<file path="src/rtl/lpc_host_arbiter.sv">
// Round-robin arbiter/sequencer for the LPC host control port.
// Optional busy-phase timeout: define LPC_ARB_TIMEOUT_EN.
module lpc_host_arbiter #(
  parameter int NUM_REQ        = 2,
  parameter int LFRAME_CYCLES  = 2,
  parameter int TIMEOUT_CYCLES = 255
) (
  input  logic                 clk_i,
  input  logic                 rst_i,
  input  logic [NUM_REQ-1:0]   req_valid_i,
  input  logic [NUM_REQ-1:0]   req_write_i,
  input  logic [NUM_REQ-1:0]   req_memory_i,
  input  logic [16*NUM_REQ-1:0] req_addr_i,
  input  logic [8*NUM_REQ-1:0] req_wdata_i,
  output logic [NUM_REQ-1:0]   req_ready_o,
  output logic [NUM_REQ-1:0]   resp_valid_o,
  output logic [7:0]           resp_rdata_o,
  output logic                 resp_error_o,
  output logic [15:0]          host_addr_o,
  output logic [7:0]           host_data_o,
  output logic                 host_lframe_o,
  output logic                 host_rd_status_o,
  output logic                 host_wr_status_o,
  output logic                 host_memory_cycle_o,
  output logic                 host_nrst_o,
  input  logic [7:0]           host_data_i,
  input  logic                 host_ready_i,
  output logic                 busy_o
);

  localparam int PW = (NUM_REQ > 1) ? $clog2(NUM_REQ) : 1;
  localparam logic [PW:0] LP_NR = (PW+1)'(NUM_REQ);
  localparam int LW = $clog2(LFRAME_CYCLES + 1);
  localparam logic [LW-1:0] LP_LF_LAST = LW'(LFRAME_CYCLES - 1);
`ifdef LPC_ARB_TIMEOUT_EN
  localparam int TW = $clog2(TIMEOUT_CYCLES + 1);
  localparam logic [TW-1:0] LP_TO_LAST = TW'(TIMEOUT_CYCLES - 1);
`endif

  typedef enum logic [2:0] {
    S_IDLE,
    S_START,
    S_WAIT_BUSY,
    S_WAIT_DONE,
    S_RESP
  } state_t;

  state_t             r_state;
  logic [PW-1:0]      r_ptr;
  logic [NUM_REQ-1:0] r_gnt_oh;
  logic [NUM_REQ-1:0] r_req_ready;
  logic [NUM_REQ-1:0] r_resp_valid;
  logic [7:0]         r_rdata;
  logic [15:0]        r_addr;
  logic [7:0]         r_data;
  logic               r_lframe;
  logic               r_rd;
  logic               r_wr;
  logic               r_mem;
  logic               r_nrst;
  logic               r_busy;
  logic [LW-1:0]      r_lf_cnt;
`ifdef LPC_ARB_TIMEOUT_EN
  logic [TW-1:0]      r_to_cnt;
  logic               r_error;
`endif

  logic [NUM_REQ-1:0] w_rot;
  logic [PW-1:0]      w_off;
  logic [PW:0]        w_sum;
  logic [PW-1:0]      w_gnt;
  logic [PW:0]        w_nxt_sum;
  logic [PW-1:0]      w_nxt;
  logic               w_any;

  // Pick the first valid requester at or after the pointer, wrapping.
  always_comb begin
    w_rot = NUM_REQ'({req_valid_i, req_valid_i} >> r_ptr);
    w_off = '0;
    for (int i = NUM_REQ - 1; i >= 0; i--) begin
      if (w_rot[i]) w_off = PW'(i);
    end
    w_sum = {1'b0, r_ptr} + {1'b0, w_off};
    w_gnt = (w_sum >= LP_NR) ? PW'(w_sum - LP_NR)
                             : w_sum[PW-1:0];
    w_nxt_sum = {1'b0, w_gnt} + 1'b1;
    w_nxt = (w_nxt_sum >= LP_NR) ? '0 : w_nxt_sum[PW-1:0];
    w_any = |req_valid_i;
  end

  // Cycle sequencer: grant, lframe strobe, busy handshake, response.
  always_ff @(posedge clk_i) begin
    if (rst_i) begin
      r_state      <= S_IDLE;
      r_ptr        <= '0;
      r_gnt_oh     <= '0;
      r_req_ready  <= '0;
      r_resp_valid <= '0;
      r_rdata      <= '0;
      r_addr       <= '0;
      r_data       <= '0;
      r_lframe     <= 1'b1;
      r_rd         <= 1'b0;
      r_wr         <= 1'b0;
      r_mem        <= 1'b0;
      r_nrst       <= 1'b0;
      r_busy       <= 1'b0;
      r_lf_cnt     <= '0;
`ifdef LPC_ARB_TIMEOUT_EN
      r_to_cnt     <= '0;
      r_error      <= 1'b0;
`endif
    end else begin
      r_nrst       <= 1'b1;
      r_req_ready  <= '0;
      r_resp_valid <= '0;
      unique case (r_state)
        S_IDLE: begin
          if (host_ready_i && w_any) begin
            r_req_ready <= NUM_REQ'(1) << w_gnt;
            r_gnt_oh    <= NUM_REQ'(1) << w_gnt;
            r_addr      <= req_addr_i[16*w_gnt +: 16];
            r_data      <= req_wdata_i[8*w_gnt +: 8];
            r_wr        <= req_write_i[w_gnt];
            r_rd        <= ~req_write_i[w_gnt];
            r_mem       <= req_memory_i[w_gnt];
            r_ptr       <= w_nxt;
            r_lframe    <= 1'b0;
            r_lf_cnt    <= '0;
            r_busy      <= 1'b1;
            r_state     <= S_START;
          end
        end
        S_START: begin
          if (r_lf_cnt == LP_LF_LAST) begin
            r_lframe <= 1'b1;
            r_state  <= S_WAIT_BUSY;
`ifdef LPC_ARB_TIMEOUT_EN
            r_to_cnt <= '0;
`endif
          end else begin
            r_lf_cnt <= r_lf_cnt + 1'b1;
          end
        end
        S_WAIT_BUSY: begin
          if (!host_ready_i) begin
            r_state  <= S_WAIT_DONE;
`ifdef LPC_ARB_TIMEOUT_EN
            r_to_cnt <= '0;
          end else if (r_to_cnt == LP_TO_LAST) begin
            r_state      <= S_RESP;
            r_resp_valid <= r_gnt_oh;
            r_error      <= 1'b1;
            r_rdata      <= 8'hFF;
            r_nrst       <= 1'b0;
          end else begin
            r_to_cnt <= r_to_cnt + 1'b1;
`endif
          end
        end
        S_WAIT_DONE: begin
          if (host_ready_i) begin
            if (r_rd) r_rdata <= host_data_i;
            r_resp_valid <= r_gnt_oh;
            r_state      <= S_RESP;
`ifdef LPC_ARB_TIMEOUT_EN
          end else if (r_to_cnt == LP_TO_LAST) begin
            r_state      <= S_RESP;
            r_resp_valid <= r_gnt_oh;
            r_error      <= 1'b1;
            r_rdata      <= 8'hFF;
            r_nrst       <= 1'b0;
          end else begin
            r_to_cnt <= r_to_cnt + 1'b1;
`endif
          end
        end
        S_RESP: begin
          r_rd    <= 1'b0;
          r_wr    <= 1'b0;
          r_busy  <= 1'b0;
          r_state <= S_IDLE;
`ifdef LPC_ARB_TIMEOUT_EN
          r_error <= 1'b0;
`endif
        end
        default: r_state <= S_IDLE;
      endcase
    end
  end

  assign req_ready_o         = r_req_ready;
  assign resp_valid_o        = r_resp_valid;
  assign resp_rdata_o        = r_rdata;
  assign host_addr_o         = r_addr;
  assign host_data_o         = r_data;
  assign host_lframe_o       = r_lframe;
  assign host_rd_status_o    = r_rd;
  assign host_wr_status_o    = r_wr;
  assign host_memory_cycle_o = r_mem;
  assign host_nrst_o         = r_nrst;
  assign busy_o              = r_busy;
`ifdef LPC_ARB_TIMEOUT_EN
  assign resp_error_o        = r_error;
`else
  assign resp_error_o        = 1'b0;
`endif

endmodule

</file>
<file path="config.mk">
export PLATFORM = sky130hd
export DESIGN_NAME = lpc_host_arbiter
export DESIGN_NICKNAME = d
export VERILOG_FILES = /design/src/rtl/lpc_host_arbiter.sv
export SDC_FILE = /design/constraint.sdc
export NUM_CORES = 1
export LEC_CHECK = 0
export CELL_PAD_IN_SITES_DETAIL_PLACEMENT = 1
export CELL_PAD_IN_SITES_GLOBAL_PLACEMENT = 1
export CORE_ASPECT_RATIO = 1.25
export CORE_UTILIZATION = 25
export CTS_BUF_LIST = sky130_fd_sc_hd__clkbuf_8
export DETAILED_ROUTE_END_ITERATION = 8
export HOLD_SLACK_MARGIN = 0.06
export PLACE_DENSITY = 0.82
export SETUP_SLACK_MARGIN = 0.2
export SLEW_MARGIN = 25
export SYNTH_ARGS = -nofsm -noshare
export SYNTH_HDL_FRONTEND = slang
export SYNTH_SLANG_ARGS = --single-unit
</file>
<file path="constraint.sdc">
create_clock -name clk_i -period 1.67 [get_ports clk_i]
set_clock_uncertainty 0.15 [all_clocks]
set_input_delay 0.501 -clock clk_i [delete_from_list [all_inputs] [get_ports clk_i]]
set_output_delay 0.501 -clock clk_i [all_outputs]
set_load 0.03 [all_outputs]
</file>
==> flow_metrics.tcl <==
set metrics [dict create \
    status "completed" \
    core_area_sq_mm 0.00779 \
    crit_path_end "host_wr_status_o" \
    route.detailed.drc 0 \
    synthAdderAreaFrac_pct 1.75 \
    syn_avg_cell_area_sq_um 8.33 \
    antenna_found_initial 0 \
    fin_ws_ns 0.0683 \
    grt_pass1_wl_um 10900 \
    post_drt_wl_per_cell_um 16.4 \
    synth_cell_types 35 \
    grt_pass1_vias 2270 \
    hp-start "host_ready_i" \
    critical_path.cell_chain "buf_6 > buf_6 > buf_12 > inv_8 > maj3_2 > mux2_4 > a31o_1" \
    first_iter_violations 57 \
    dpl-instance-area_sq_mm 0.00326 \
    hpwl_um 4670 \
    async_flop_share_pct 0 \
    cpLargestDelayFamily "adder cells" \
    rows 36 \
    fmax_ghz 0.624 \
    ys_seq_elements 49 \
    clk_latency_ns 0.30 \
    cts_tree "yes" \
    clk_pin_slew_ns 0.10 \
    crit_top_cell "buf_6" \
    critPathMaxFanout 2 \
    cp_num_cells 7 \
    seq_area_frac_synth_pct 49.1 \
    pin_count 108 \
    synth_top_family_by_area "compound AO/OA/AOI/OAI gates" \
    nets 435 \
    pre_cts_slack_ns -0.633 \
    power_leakage_nw 1.61 \
    rsz0062_at_grt "yes" \
    p_per_area_mw_per_mm2 810 \
    die_h_um 102 \
    synth_simple_gate_area_share_pct 18.4 \
    yosysMostFrequentCell "nand2_1" \
    arrival_ns 1.66 \
    max-cap-violations 0 \
    path_buf_inv 4 \
    yosysWarnings 0 \
    drt_first_pass_iters 4 \
    postCtsHoldBufs 0 \
    ff2ff_setup_slack_ns 0.11 \
    clockBufferDepth 2 \
    synth_area_leader_cell "dfxtp_1" \
    vias 2229 \
    root_buffer "clkbuf_8" \
    reg2reg_from "r_state[2]" \
    finalWirelength_um 7600 \
    die-area_sq_mm 0.00836 \
    finalSetupViolations 0 \
    grt_max_degree 29 \
    drive_above_1_share_pct 47.0 \
    synthXorXnorAreaFrac_pct 0 \
    antenna_left 0 \
    fin_crit_sh_pct 95.9 \
    synth_top_area_share_pct 49.1 \
    chipWidth_um 82.0 \
    synth_compound_area_share_pct 19.1 \
    critPathLaunch "req_valid_i[1]" \
    gp_congestion 0.742 \
    synth_edf_count 0 \
    detail_route.vias_per_cell 4.79 \
    fillers 867 \
    numCtsBuffers 5 \
    r2r_end "host_wr_status_o" \
    max_stage_delay_ns 0.34 \
    grt-ovfl-total 0 \
    final_area_sq_mm 0.00406 \
    synth_area_sq_mm 0.00200 \
    worst_setup_path_start_kind "input port" \
    r2r_cells 4 \
    final-max-slew-violation-count 0 \
    n_antenna_cell 0 \
    critical_path_required_ns 1.72 \
    crit_path_end_kind "flip-flop" \
    syn_nets 306 \
    grt_usage_pct 17.2 \
    crit_slowest_cell "maj3_2" \
    synthFlopType "dfxtp_1" \
    period_needed_ns 1.60 \
    min-delay-path-class "input port to flip-flop" \
    clock-sinks 49 \
    h-tree-depth 2 \
    ir_drop_uv 416 \
    synthMuxAreaShare_pct 5.26 \
    hold_viol 0 \
    ys_top_cells_by_count "nand2_1, dfxtp_1, o21ai_0" \
    netlist_top_cells_area "dfxtp_1, nand2_1, a31oi_1, o21ai_0, mux2i_1" \
    io_buffers 106 \
    synth_cells 240 \
    start_util_pct 25.7 \
    crit_type "input port to flip-flop" \
    area_growth_pct 103 \
]
-- power by group --
part | total (mW) | switching [mW] | internal [mW]
Combinational | 1.09 | 0.510 | 0.576
Clock | 0.870 | 0.421 | 0.449
Sequential | 1.33 | 0.0679 | 1.26
Total | 3.29 | 0.999 | 2.29
-- cells in the final DEF (no fill, tap or decap), types with 2 or more instances in the layout --
cell type         n
dfxtp_1          10
buf_12            8
inv_8             2
a31oi_4           6
buf_6            50
o21ai_0          14
a31oi_1          19
buf_16            3
buf_2             2
o21ai_1          13
a21oi_1           6
nor2_1           14
nand2_4           2
dfxtp_2          38
clkbuf_8          5
o21ai_2           2
nand2_1          37
inv_1             2
clkbuf_16         4
and2_1            2
clkdlybuf4s50_1  61
mux2i_1           9
buf_4            13
nand2_2          17
nor3_2            2
-- worst min path at each step --
| stage | depth (start not counted) | end | slack, ns |
|---|---|---|---|
| final | 2 | r_state[0] | 0.33 |
| after global routing | 2 | r_state[0] | 0.32 |
| after CTS | 1 | resp_valid_o[1] | 0.35 |
| after detailed placement | 1 | resp_valid_o[1] | 0.32 |
| after global placement | 1 | resp_valid_o[1] | 0.30 |
| after floorplan | 1 | resp_valid_o[1] | 0.28 |
-- sequential cells by signal, summed over array words and instances (netlist names), 2 cells and up --
signal,flops
r_lf_cnt,2
resp_valid_o,2
r_state,3
req_ready_o,2
resp_rdata_o,8
host_data_o,8
host_addr_o,16
r_gnt_oh,2
-- cell type report --
class | instances | area (sq um) | area share [%]
Multi-Input combinational cell | 166 | 1120 | 27.6
Timing Repair Buffer | 142 | 1640 | 40.4
Tap cell | 95 | 119 | 2.93
Clock buffer | 5 | 68.8 | 1.70
Clock inverter | 3 | 46.3 | 1.14
Inverter | 5 | 33.8 | 0.832
Sequential cell | 49 | 1030 | 25.4
-- through the flow --
stage / hold WS [ns] / util [%] / instances / total power, mW / TNS [ns]
CTS: 0.347 / 47.2 / 455 / 3.14 / 0
global route: 0.321 / 52.1 / 465 / 3.45 / 0
global placement: 0.296 / 41.9 / 439 / 2.10 / -23.25
detailed placement: 0.322 / 41.9 / 439 / 2.12 / -24.34
finish: 0.328 / 52.1 / 465 / 3.29 / 0
floorplan: 0.279 / - / 240 / 1.73 / 0
-- routing by layer --
metal / track usage (%) / share of wire [%]
met1: 18.6 / 40
met3: 4.29 / 4.6
met2: 32.2 / 54
met5: 0 / 0
met4: 4.99 / 0.80
-- cell families after synthesis --
family                     Yosys count
AOI/OAI and AO/OA                   67
buffers and inverters               25
adders and majority gates            3
and+or+nand+nor                     85
muxes                               10
other                                1
DFF                                 49
-- what timing repair did --
item | 4_1_cts | 5_1_grt
resized for setup | 259 | 70
cloned | 3 | 5
buffers inserted | 5 | 5
pin swaps | 21 | 5
setup endpoints to repair | 79 | 76
hold endpoints to repair | 0 | 0
No activity file was read; power rests on OpenSTA's default activity.
